File: src/rtl/opll_bus_writer.sv
// Host-side write initiator for the YM2413-style register bus: buffers (reg, value)
// requests in a small FIFO and replays each one as an address cycle then a data cycle.
module opll_bus_writer #(
  parameter int FIFO_DEPTH = 4,
  parameter int SETUP_CYC  = 1,
  parameter int STROBE_CYC = 2,
  parameter int ADDR_WAIT  = 12,
  parameter int DATA_WAIT  = 84
) (
  input  logic                          clk,
  input  logic                          rst,
  input  logic                          i_req_valid,
  output logic                          o_req_ready,
  input  logic [7:0]                    i_req_reg,
  input  logic [7:0]                    i_req_data,
  output logic [7:0]                    o_D,
  output logic                          o_A0,
  output logic                          o_CS,
  output logic                          o_WR,
  output logic                          o_busy,
  output logic [$clog2(FIFO_DEPTH):0]   o_level
);

  localparam int AW      = $clog2(FIFO_DEPTH);
  localparam int MAX_SS  = (SETUP_CYC > STROBE_CYC) ? SETUP_CYC : STROBE_CYC;
  localparam int MAX_WW  = (ADDR_WAIT > DATA_WAIT) ? ADDR_WAIT : DATA_WAIT;
  localparam int MAX_CYC = (MAX_SS > MAX_WW) ? MAX_SS : MAX_WW;
  localparam int CW      = $clog2(MAX_CYC) + 1;

  localparam logic [AW:0]   FULL_LVL  = (AW+1)'(FIFO_DEPTH);
  localparam logic [AW:0]   LVL_ONE   = (AW+1)'(1);
  localparam logic [AW-1:0] PTR_ONE   = AW'(1);
  localparam logic [CW-1:0] CNT_ONE   = CW'(1);
  localparam logic [CW-1:0] SETUP_LD  = CW'(SETUP_CYC - 1);
  localparam logic [CW-1:0] STROBE_LD = CW'(STROBE_CYC - 1);
  localparam logic [CW-1:0] AWAIT_LD  = CW'(ADDR_WAIT - 1);
  localparam logic [CW-1:0] DWAIT_LD  = CW'(DATA_WAIT - 1);

  typedef enum logic [2:0] {
    S_IDLE, S_A_SETUP, S_A_STROBE, S_A_WAIT, S_D_SETUP, S_D_STROBE, S_D_WAIT
  } state_t;

  logic [15:0]   r_mem [FIFO_DEPTH];
  logic [AW-1:0] r_wptr, r_rptr;
  logic [AW:0]   r_level;
  logic          r_ready;
  logic          r_avail;
  state_t        r_state;
  logic [CW-1:0] r_cnt;
  logic [7:0]    r_D, r_data;
  logic          r_A0, r_CS, r_WR, r_busy;

  logic          w_push, w_pop, w_cntZero, w_goIdle, w_busyNext;
  logic [AW:0]   w_levelNext;
  logic [15:0]   w_head;

  assign w_push    = i_req_valid && r_ready;
  assign w_cntZero = (r_cnt == '0);
  assign w_head    = r_mem[r_rptr];
  // r_avail lags the level by one cycle, giving the head entry a cycle to settle before launch
  assign w_pop     = r_avail && ((r_state == S_IDLE) || ((r_state == S_D_WAIT) && w_cntZero));
  assign w_goIdle  = (r_state == S_D_WAIT) && w_cntZero && !r_avail;

  always_comb begin
    w_levelNext = r_level;
    if (w_push && !w_pop)
      w_levelNext = r_level + LVL_ONE;
    else if (!w_push && w_pop)
      w_levelNext = r_level - LVL_ONE;
  end

  assign w_busyNext = (w_levelNext != '0) || w_pop || ((r_state != S_IDLE) && !w_goIdle);

  always_ff @(posedge clk) begin
    if (w_push)
      r_mem[r_wptr] <= {i_req_reg, i_req_data};
  end

  always_ff @(posedge clk or posedge rst) begin
    if (rst) begin
      r_wptr  <= '0;
      r_rptr  <= '0;
      r_level <= '0;
      r_ready <= 1'b1;
      r_avail <= 1'b0;
    end else begin
      if (w_push) r_wptr <= r_wptr + PTR_ONE;
      if (w_pop)  r_rptr <= r_rptr + PTR_ONE;
      r_level <= w_levelNext;
      r_ready <= (w_levelNext != FULL_LVL);
      r_avail <= (r_level != '0);
    end
  end

  always_ff @(posedge clk or posedge rst) begin
    if (rst) begin
      r_state <= S_IDLE;
      r_cnt   <= '0;
      r_D     <= '0;
      r_data  <= '0;
      r_A0    <= 1'b0;
      r_CS    <= 1'b0;
      r_WR    <= 1'b0;
      r_busy  <= 1'b0;
    end else begin
      r_busy <= w_busyNext;
      if (w_pop) begin
        r_state <= S_A_SETUP;
        r_cnt   <= SETUP_LD;
        r_D     <= w_head[15:8];
        r_data  <= w_head[7:0];
        r_A0    <= 1'b0;
      end else begin
        case (r_state)
          S_IDLE: ;
          S_A_SETUP, S_D_SETUP: begin
            if (w_cntZero) begin
              r_state <= (r_state == S_A_SETUP) ? S_A_STROBE : S_D_STROBE;
              r_cnt   <= STROBE_LD;
              r_CS    <= 1'b1;
              r_WR    <= 1'b1;
            end else r_cnt <= r_cnt - CNT_ONE;
          end
          S_A_STROBE, S_D_STROBE: begin
            if (w_cntZero) begin
              r_state <= (r_state == S_A_STROBE) ? S_A_WAIT : S_D_WAIT;
              r_cnt   <= (r_state == S_A_STROBE) ? AWAIT_LD : DWAIT_LD;
              r_CS    <= 1'b0;
              r_WR    <= 1'b0;
            end else r_cnt <= r_cnt - CNT_ONE;
          end
          S_A_WAIT: begin
            if (w_cntZero) begin
              r_state <= S_D_SETUP;
              r_cnt   <= SETUP_LD;
              r_D     <= r_data;
              r_A0    <= 1'b1;
            end else r_cnt <= r_cnt - CNT_ONE;
          end
          S_D_WAIT: begin
            if (w_cntZero) r_state <= S_IDLE;
            else r_cnt <= r_cnt - CNT_ONE;
          end
          default: r_state <= S_IDLE;
        endcase
      end
    end
  end

  assign o_req_ready = r_ready;
  assign o_level     = r_level;
  assign o_D         = r_D;
  assign o_A0        = r_A0;
  assign o_CS        = r_CS;
  assign o_WR        = r_WR;
  assign o_busy      = r_busy;

endmodule
File: config.mk
export PLATFORM = sky130hd
export DESIGN_NAME = opll_bus_writer
export DESIGN_NICKNAME = d
export VERILOG_FILES = /design/src/rtl/opll_bus_writer.sv
export SDC_FILE = /design/constraint.sdc
export NUM_CORES = 1
export LEC_CHECK = 0
export ABC_AREA = 1
export ABC_CLOCK_PERIOD_IN_PS = 3000
export CORE_ASPECT_RATIO = 1.1
export CORE_MARGIN = 5
export CORE_UTILIZATION = 54
export CTS_CLUSTER_DIAMETER = 120
export DETAILED_ROUTE_END_ITERATION = 10
export HOLD_SLACK_MARGIN = 0.03
export PLACE_DENSITY_LB_ADDON = 0.2
export RECOVER_POWER = 50
export SETUP_SLACK_MARGIN = 0.02
export SYNTH_ARGS = -nofsm -noshare
export SYNTH_HDL_FRONTEND = slang
export SYNTH_SLANG_ARGS = --single-unit
File: constraint.sdc
create_clock -name clk -period 3 [get_ports clk]
set_clock_uncertainty 0.05 [all_clocks]
set_input_delay 0.3 -clock clk [delete_from_list [all_inputs] [get_ports clk]]
set_output_delay 0.3 -clock clk [all_outputs]
set_load 0.05 [all_outputs]
Yosys cells after proc, flatten, opt, wreduce, memory -nomap -nowiden
Memory sizes are Yosys's and may differ from the RTL's.
Index checks and enable logic that the tools add are counted.
{"block": "totals", "register_bits": 39, "memories": 1, "ramBits": 64}
{"block": "classes", "eq_ne": 15, "n_reduce_logical": 29, "n_bitwise": 1, "add_sub_neg": 5, "n_mux": 27}
{"name": "r_mem", "words": 4, "width": 16, "read_ports": 1, "rd_ports_with_merged_regs": 0, "wr": 1, "line_no": "43", "text": "logic [15:0] r_mem [FIFO_DEPTH];"}
{"operator": "8-bit 2-to-1 mux", "count": 8}
{"operator": "8-bit one-hot mux with 4 select lines", "count": 1}
{"operator": "3-bit 2-to-1 mux", "count": 9}
{"operator": "3-bit != test, second input constant", "count": 6}
{"operator": "3-bit one-hot mux with 5 select lines", "count": 1}
{"operator": "3-bit == test, second input constant", "count": 3}
{"operator": "3-bit nonzero test", "count": 3}
{"operator": "8-bit logical NOT", "count": 1}
{"operator": "8-bit by 1-bit subtractor with 8-bit output, second input constant", "count": 1}
{"operator": "1-bit logical AND", "count": 7}
{"operator": "7-bit 2-to-1 mux", "count": 1}
{"operator": "3-bit by 2-bit == test with 1-bit output, second input constant", "count": 2}
{"operator": "1-bit 2-to-1 mux", "count": 6}
{"operator": "2-bit != test, second input constant", "count": 3}
{"operator": "2-bit nonzero test", "count": 3}
{"operator": "5-bit AND reduction", "count": 1}
{"operator": "5-bit nonzero test", "count": 1}
{"operator": "2-bit by 1-bit adder with 2-bit output, second input constant", "count": 2}
{"operator": "1-bit logical NOT", "count": 4}
{"operator": "2-bit AND reduction", "count": 2}
{"operator": "4-bit AND reduction", "count": 1}
{"operator": "2-bit OR reduction", "count": 2}
{"operator": "3-bit by 1-bit adder with 3-bit output, second input constant", "count": 1}
{"operator": "3-bit by 1-bit == test with 1-bit output, second input constant", "count": 1}
{"operator": "5 further kinds", "count": 7}

Logic depth before layout (Yosys ltp)
Gate-level depths: netlist of the first run.
{"block": "depth", "word_depth": 10, "depth_mapped": 13, "depth_no_buf": 13}

Worst setup path after synthesis of the first run
No wires, ideal clock.
{"block": "synth_path", "kind": "register to register", "from": "register r_ready, in the netlist o_req_ready", "to": "memory r_mem[0][0], enable pin", "setup_time_ps": 389, "stages_incl_launch_ff": 3, "t_arrival_ps": 1642, "path_slack_ps": 919, "t_required_ps": 2561, "synth_period_minus_slack_ps": 2081, "cell_sequence": "dfstp_2 > nand2_1 > nor2_1"}
{"block": "synth_between", "elab_chain_cells": 3}
{"item": "start, declared", "line_no": "46", "text": "logic r_ready;"}
{"item": "start signal, assigned", "line_no": "90", "text": "r_ready <= (w_levelNext != FULL_LVL);"}
{"item": "1-bit logical AND", "line_no": "57", "text": "assign w_push = i_req_valid && r_ready;"}
{"item": "1-bit 2-to-1 mux", "line_no": "75", "text": "if (w_push)"}
{"item": "1-bit 2-to-1 mux (implied by the code)", "line_no": "76", "text": "r_mem[r_wptr] <= {i_req_reg, i_req_data};"}
{"item": "end, declared", "line_no": "43"}
No other way between the ends.

Final worst setup path of the first run
{"block": "layout_path", "from": "register r_ready, in the netlist o_req_ready", "to": "memory r_mem[1][13], enable pin"}
The elaborated chain is that of the path after synthesis.

==> metrics.txt, run 1 <==
deepest clock path buffer count=2; post-synthesis compound-gate area fraction=0.100; Detailed Route Iter0 Violations=110; worst hold path class=reg -> reg; first-pass GRT wire length=13.6 mm; Die Area=10100 um2; Async SR Flop Fraction=0.379; Yosys warnings=0; Final Hold Fails=0; Worst Path Max Fanout=16; post-CTS setup buffers=0; kind of end point of the critical path=flip-flop; critical path required time=2.93 ns; Max stage delay on crit path=0.76 ns; placer congestion estimate=0.928; max-slew violations=0; clk root buf=clkbuf_8; largest family of logic cells by synthesized area=simple AND/OR/NAND/NOR gates; Worst-Margin Slew=1.00 ns; WP buf/inv=1; vias per inst=5.23; Die Y=105 um; TNS Setup=0 ns; Core Area=7960 um2; drt wl/cell=14.9 um; Area growth syn-to-layout=15.2%; final hold slack=0.435 ns; Die Wd=96.3 um; Tmin final=2.07 ns; Yosys reg bits=103; top-level port count=35; DR DRC count=0; min-delay src=r_data[7]; clock network latency to the later pin of the worst-skew pair=0.36 ns; # nets final=463; vias in the first global route=2829; Final setup viols=0; CP cell instances=nand2_1 -> nor2_1 -> clkbuf_1; ANT cells=0; final WL=8.18 mm; initial antenna violation count=0; Post-Syn Area=4430 um2; total track usage=0.173; Reg-to-Reg Start=o_req_ready; Worst path slowest cell=clkbuf_1; Max-Slew Margin vs Limit=0.330; R2R cell count=3; # port buffers=34; layout cells sized above 1=0.120; HPWL Detailed=5.60 mm; WS Path Type=reg -> reg; EDFF count, synth=64; commonest cells after routing, fill and taps aside=64 x nand2_1, 64 x edfxtp_1, 56 x nor2_1; max-cap viol count=0; post_cts resized=0; mux cell area share after synthesis=0.00254; syn_area_per_cell=11.2 um2; Peak VDD IR=398 uV; CTS Hold Bufs=0; grt total ovfl=0; Synth cell types=35; RSZ-0062 raised after global routing=no; fin crit share=0.692; CTS tree=done; Worst EP arrival=2.01 ns; largest net degree at the start of global routing=40; Hold EP=r_data[7]; Synth Area in Simple Gates=0.156; Final ANT Viol Nets=0; H-Tree Depth=3; via count=2870; r2r setup slk=0.93 ns; clock-pin slew on the worst setup and hold paths=0.10 ns; DR pass1 iterations=4; ys flop type=edfxtp_1; pwr dens=667 nW/um2; FILL cells=631; sequential cell area fraction in the yosys report=0.655; Worst Setup Start Kind=flip-flop; Max Freq=0.482 GHz; Cell Rows=34; status=finished, final reports clean; Reg-to-Reg End=r_mem[1][13]; Initial Util=0.556; Sink Count=103; Adder-Cell Fraction of Synth Area=0.0226; Leakage=2.02 nW; Mapped Nets=423; Mapped Cells=396; delay-heaviest family, CP=buffers and inverters; Num CTS Buffers=9; Post-Synth XOR/XNOR Area=0.0198; Hold Crit Depth=2
[power breakdown]
group	internal [mW]	switching [mW]	total, mW
registers	1.76	0.0953	1.86
logic	0.202	0.425	0.627
clock network	0.411	0.508	0.920
[per-stage QoR]
step,util,worst slack [ns],instances,power [mW],area [um2]
2_1_floorplan,-,0.919,396,2.29,4430
3_3_place_gp,0.615,1.16,533,2.51,4890
3_5_place_dp,0.615,1.10,533,2.53,4890
4_1_cts,0.642,0.921,549,3.44,5100
5_1_grt,0.641,0.806,549,3.55,5100
6_report,0.641,0.925,549,3.40,5100
[worst max path at each step]
| stage | to | slack [ns] | cells after the start | from |
|---|---|---|---|---|
| 2_1_floorplan | r_mem[0][0] | 0.92 | 2 | o_req_ready |
| 3_3_place_gp | o_busy | 1.16 | 13 | r_cnt[0] |
| 3_5_place_dp | o_busy | 1.10 | 13 | r_cnt[0] |
| 4_1_cts | o_level[2] | 0.92 | 1 | o_level[2] |
| 5_1_grt | r_mem[1][13] | 0.81 | 3 | o_req_ready |
| 6_report | r_mem[1][13] | 0.93 | 3 | o_req_ready |
[state kept, by name, summed over array words and instances (netlist names), 2 cells and up]
name	cells
r_mem	64
r_cnt	8
o_D	8
r_rptr	2
r_wptr	2
r_state	3
r_data	8
o_level	3
[synthesized netlist by cell type (2+ instances only)]
library cell  instances  area (um2)
a21oi_1               4        20.0
a31oi_1               5        31.3
buf_4                 2        15.0
buf_6                 2        22.5
clkbuf_1              8        30.0
dfrtp_1              38         951
edfxtp_1             64        1920
ha_1                  8         100
inv_1                26        97.6
inv_2                 5        18.8
nand2_1              64         240
nand2_2               7        43.8
nand2_4               4        45.0
nand3_1               7        35.0
nand3_2               2        20.0
nand4_1               3        18.8
nor2_1               56         210
nor2_2                2        12.5
nor2_4                3        33.8
o211ai_1              4        30.0
o21ai_0              37         185
o21ai_1               5        25.0
o22ai_1              20         125
xnor2_1               2        17.5
xor2_1                8        70.1
[worst reg2reg max path, cell delays in order (launching register included)]
cell	delay, ns
dfstp_2	0.54
nand2_1	0.20
nor2_1	0.15
clkbuf_1	0.76
[kinds of logic (layout without fill, tap and decap cells)]
logic type,Yosys count,count (layout)
AOI/OAI and AO/OA,78,78
DFF,103,103
xor gates and xnor gates,10,10
and+or+nand+nor,151,151
muxes,1,1
buffers and inverters,45,90
adders and majority gates,8,8
[layout make-up]
cell class | count | area (um2) | area share
Clock inverter | 7 | 90.1 | 0.0177
Multi-Input combinational cell | 248 | 1330 | 0.261
Tap cell | 108 | 135 | 0.0265
Clock buffer | 9 | 124 | 0.0243
Inverter | 32 | 123 | 0.0240
Sequential cell | 103 | 2900 | 0.568
Timing Repair Buffer | 42 | 397 | 0.0778
[routing by layer]
layer,track usage,part of all wire
met3,0.0331,0.035
met1,0.225,0.45
met4,0.0721,0.020
met5,0,0
met2,0.282,0.49
(Power assumes the default switching activity.)
==> run 2, diff against run 1 <==
- ABC_CLOCK_PERIOD_IN_PS: 3000 -> 1700
- CORE_UTILIZATION: 54 -> 52
- clock period: 3 -> 1.7 ns (I/O delays scaled with it)
==> metrics.txt, run 2 (synthesis results as in run 1) <==
status=finished, final reports clean; layout cells sized above 1=0.245; Core Area=8360 um2; met3 wire length=285 um; DR pass1 iterations=4; CTS tree=done; Die Y=107 um; Num CTS Buffers=9; RSZ-0062 raised after global routing=yes; Final Hold Fails=0; HPWL Detailed=5.84 mm; P_int=4.19 mW; pwr dens=1130 nW/um2; fin crit share=0.985; deepest clock path buffer count=2; Area growth syn-to-layout=21.2%; drt wl/cell=15.1 um; clock network latency to the later pin of the worst-skew pair=0.35 ns; placer congestion estimate=0.887; clock-pin slew on the worst setup and hold paths=0.10 ns; power share of the sequential group=0.541; r2r setup slk=0.03 ns; max FFs per register=64; top-level port count=35; Max-Slew Margin vs Limit=0.361; CTS Hold Bufs=0; initial antenna violation count=0; Reg-to-Reg Start=r_cnt[0]; WS Path Type=reg -> reg; # port buffers=34; Top Layer Used=met4; grt total ovfl=0; largest net degree at the start of global routing=40; via count=3008; H-Tree Depth=3; Initial Util=0.529; Worst Path Max Fanout=6; met2 WL post-DR=4.58 mm; leading cell type in the layout, fill and taps excluded=edfxtp_1; worst hold path class=in -> reg; Die Area=10500 um2; met1 WL=3.64 mm; Post-DP Area=5090 um2; critical path required time=1.90 ns; clk root buf=clkbuf_8; TNS Setup=0 ns; Leakage=2.15 nW; Sink Count=103; Switching Fraction=0.311; final instance area=5370 um2; Cell Rows=35; Detailed Route Iter0 Violations=173; Hold EP=r_mem[3][9]; Comb pwr share=0.227; ANT cells=0; Tmin final=1.67 ns; Worst Setup Start Kind=flip-flop; kind of end point of the critical path=flip-flop; # nets final=484; Max Freq=0.597 GHz; Design Power=6.08 mW; vias per inst=5.25; DR DRC count=0; max-cap viol count=0; total track usage=0.178; max-slew violations=0; Worst-Margin Slew=0.958 ns; Die Wd=98.0 um; first-pass GRT wire length=14.6 mm; Switching Power=1.89 mW; largest register by flop count=r_mem; Final ANT Viol Nets=0; min-delay src=i_req_reg[1]; Hold Crit Depth=1; vias in the first global route=2976; R2R cell count=13; Clock Power Share=0.233; Final setup viols=0; Reg-to-Reg End=o_busy; commonest cells after routing, fill and taps aside=64 x edfxtp_1, 58 x nand2_1, 49 x nor2_1; Peak VDD IR=599 uV; final WL=8.66 mm; Worst EP arrival=1.88 ns
## run 2: cell types whose count changed in the layout (fill, tap and decap cells not counted), moves of 3 or more
cell,delta
buf_4,+31
clkdlybuf4s50_1,-15
nor2_1,-7
nand2_1,-6
buf_12,+5
inv_1,-4
nand2_2,+4
nor2_4,+4
clkinvlp_4,+3
dfrtp_1,-3
dfrtp_2,+3
inv_2,+3
nor2_2,+3
## run 2: cell type report
cell class                      count  area (um2)
Fill cell                         666        3000
Clock inverter                      6        53.8
Sequential cell                   103        2900
Inverter                           32         125
Tap cell                          111         139
Clock buffer                       10         128
Timing Repair Buffer               63         579
Multi-Input combinational cell    248        1440
## run 2: through the flow
step                      utilization  worst slack, ns  hold WS (ns)  instances
final                           0.641           0.0254         0.421        573
after global routing            0.641           -0.113         0.422        573
after CTS                       0.632           0.0226         0.124        568
after detailed placement        0.609          -0.0131         0.419        550
after global placement          0.609           0.0223         0.409        550
after floorplan                     -           0.0184         0.219        396
## run 2: critical path, cell delays in order, from the launching register on
cell and delay, ns:
dfrtp_1 0.39, inv_2 0.08, ha_4 0.15, nand2_4 0.05, nor2_4 0.12, nand3_2 0.10
nand2_4 0.13, nand2_8 0.09, nand2_8 0.09, nand2_2 0.05, nand2_2 0.05, nand2_2 0.05
nor2_2 0.11, nand2_1 0.05
## run 2: routing by layer
metal / vias to the layer above / GRT usage
met3: 12 / 0.0351
li1: 1473 / -
met2: 54 / 0.304
met1: 1469 / 0.224
met4: 0 / 0.0663
met5: - / 0
## run 2: power by group through the flow
stage / Sequential [mW] / Clock, mW / Combinational, mW
3_3_place_gp: 3.33 / 0 / 1.29
3_5_place_dp: 3.33 / 0 / 1.32
6_report: 3.29 / 1.41 / 1.38
4_1_cts: 3.28 / 1.43 / 1.32
5_1_grt: 3.32 / 1.55 / 1.51
2_1_floorplan: 3.46 / 0 / 0.652
## run 2: timing repair
| action | 4_1_cts | 5_1_grt |
|---|---|---|
| hold endpoints to repair | 0 | 0 |
| gates resized for setup | 3 | 17 |
| pin swaps | 5 | 9 |
| endpoints found under the setup margin | 10 | 31 |
| buffers inserted | 2 | 5 |
## run 2: worst max-delay path by stage
stage | from | end | slack, ns | cells past startpoint
6_report | r_cnt[0] | o_busy | 0.03 | 13
5_1_grt | r_cnt[0] | o_busy | -0.11 | 13
4_1_cts | r_state[0] | r_cnt[1] | 0.02 | 11
3_5_place_dp | r_cnt[0] | o_busy | -0.01 | 13
3_3_place_gp | r_cnt[1] | r_cnt[1] | 0.02 | 11
2_1_floorplan | o_req_ready | r_mem[0][0] | 0.02 | 2
==> run 3, diff against run 2 <==
- HOLD_SLACK_MARGIN: 0.03 -> default
==> results of run 3 <==
Same layout as run 2: the final DEF is identical, and so are final timing and power.
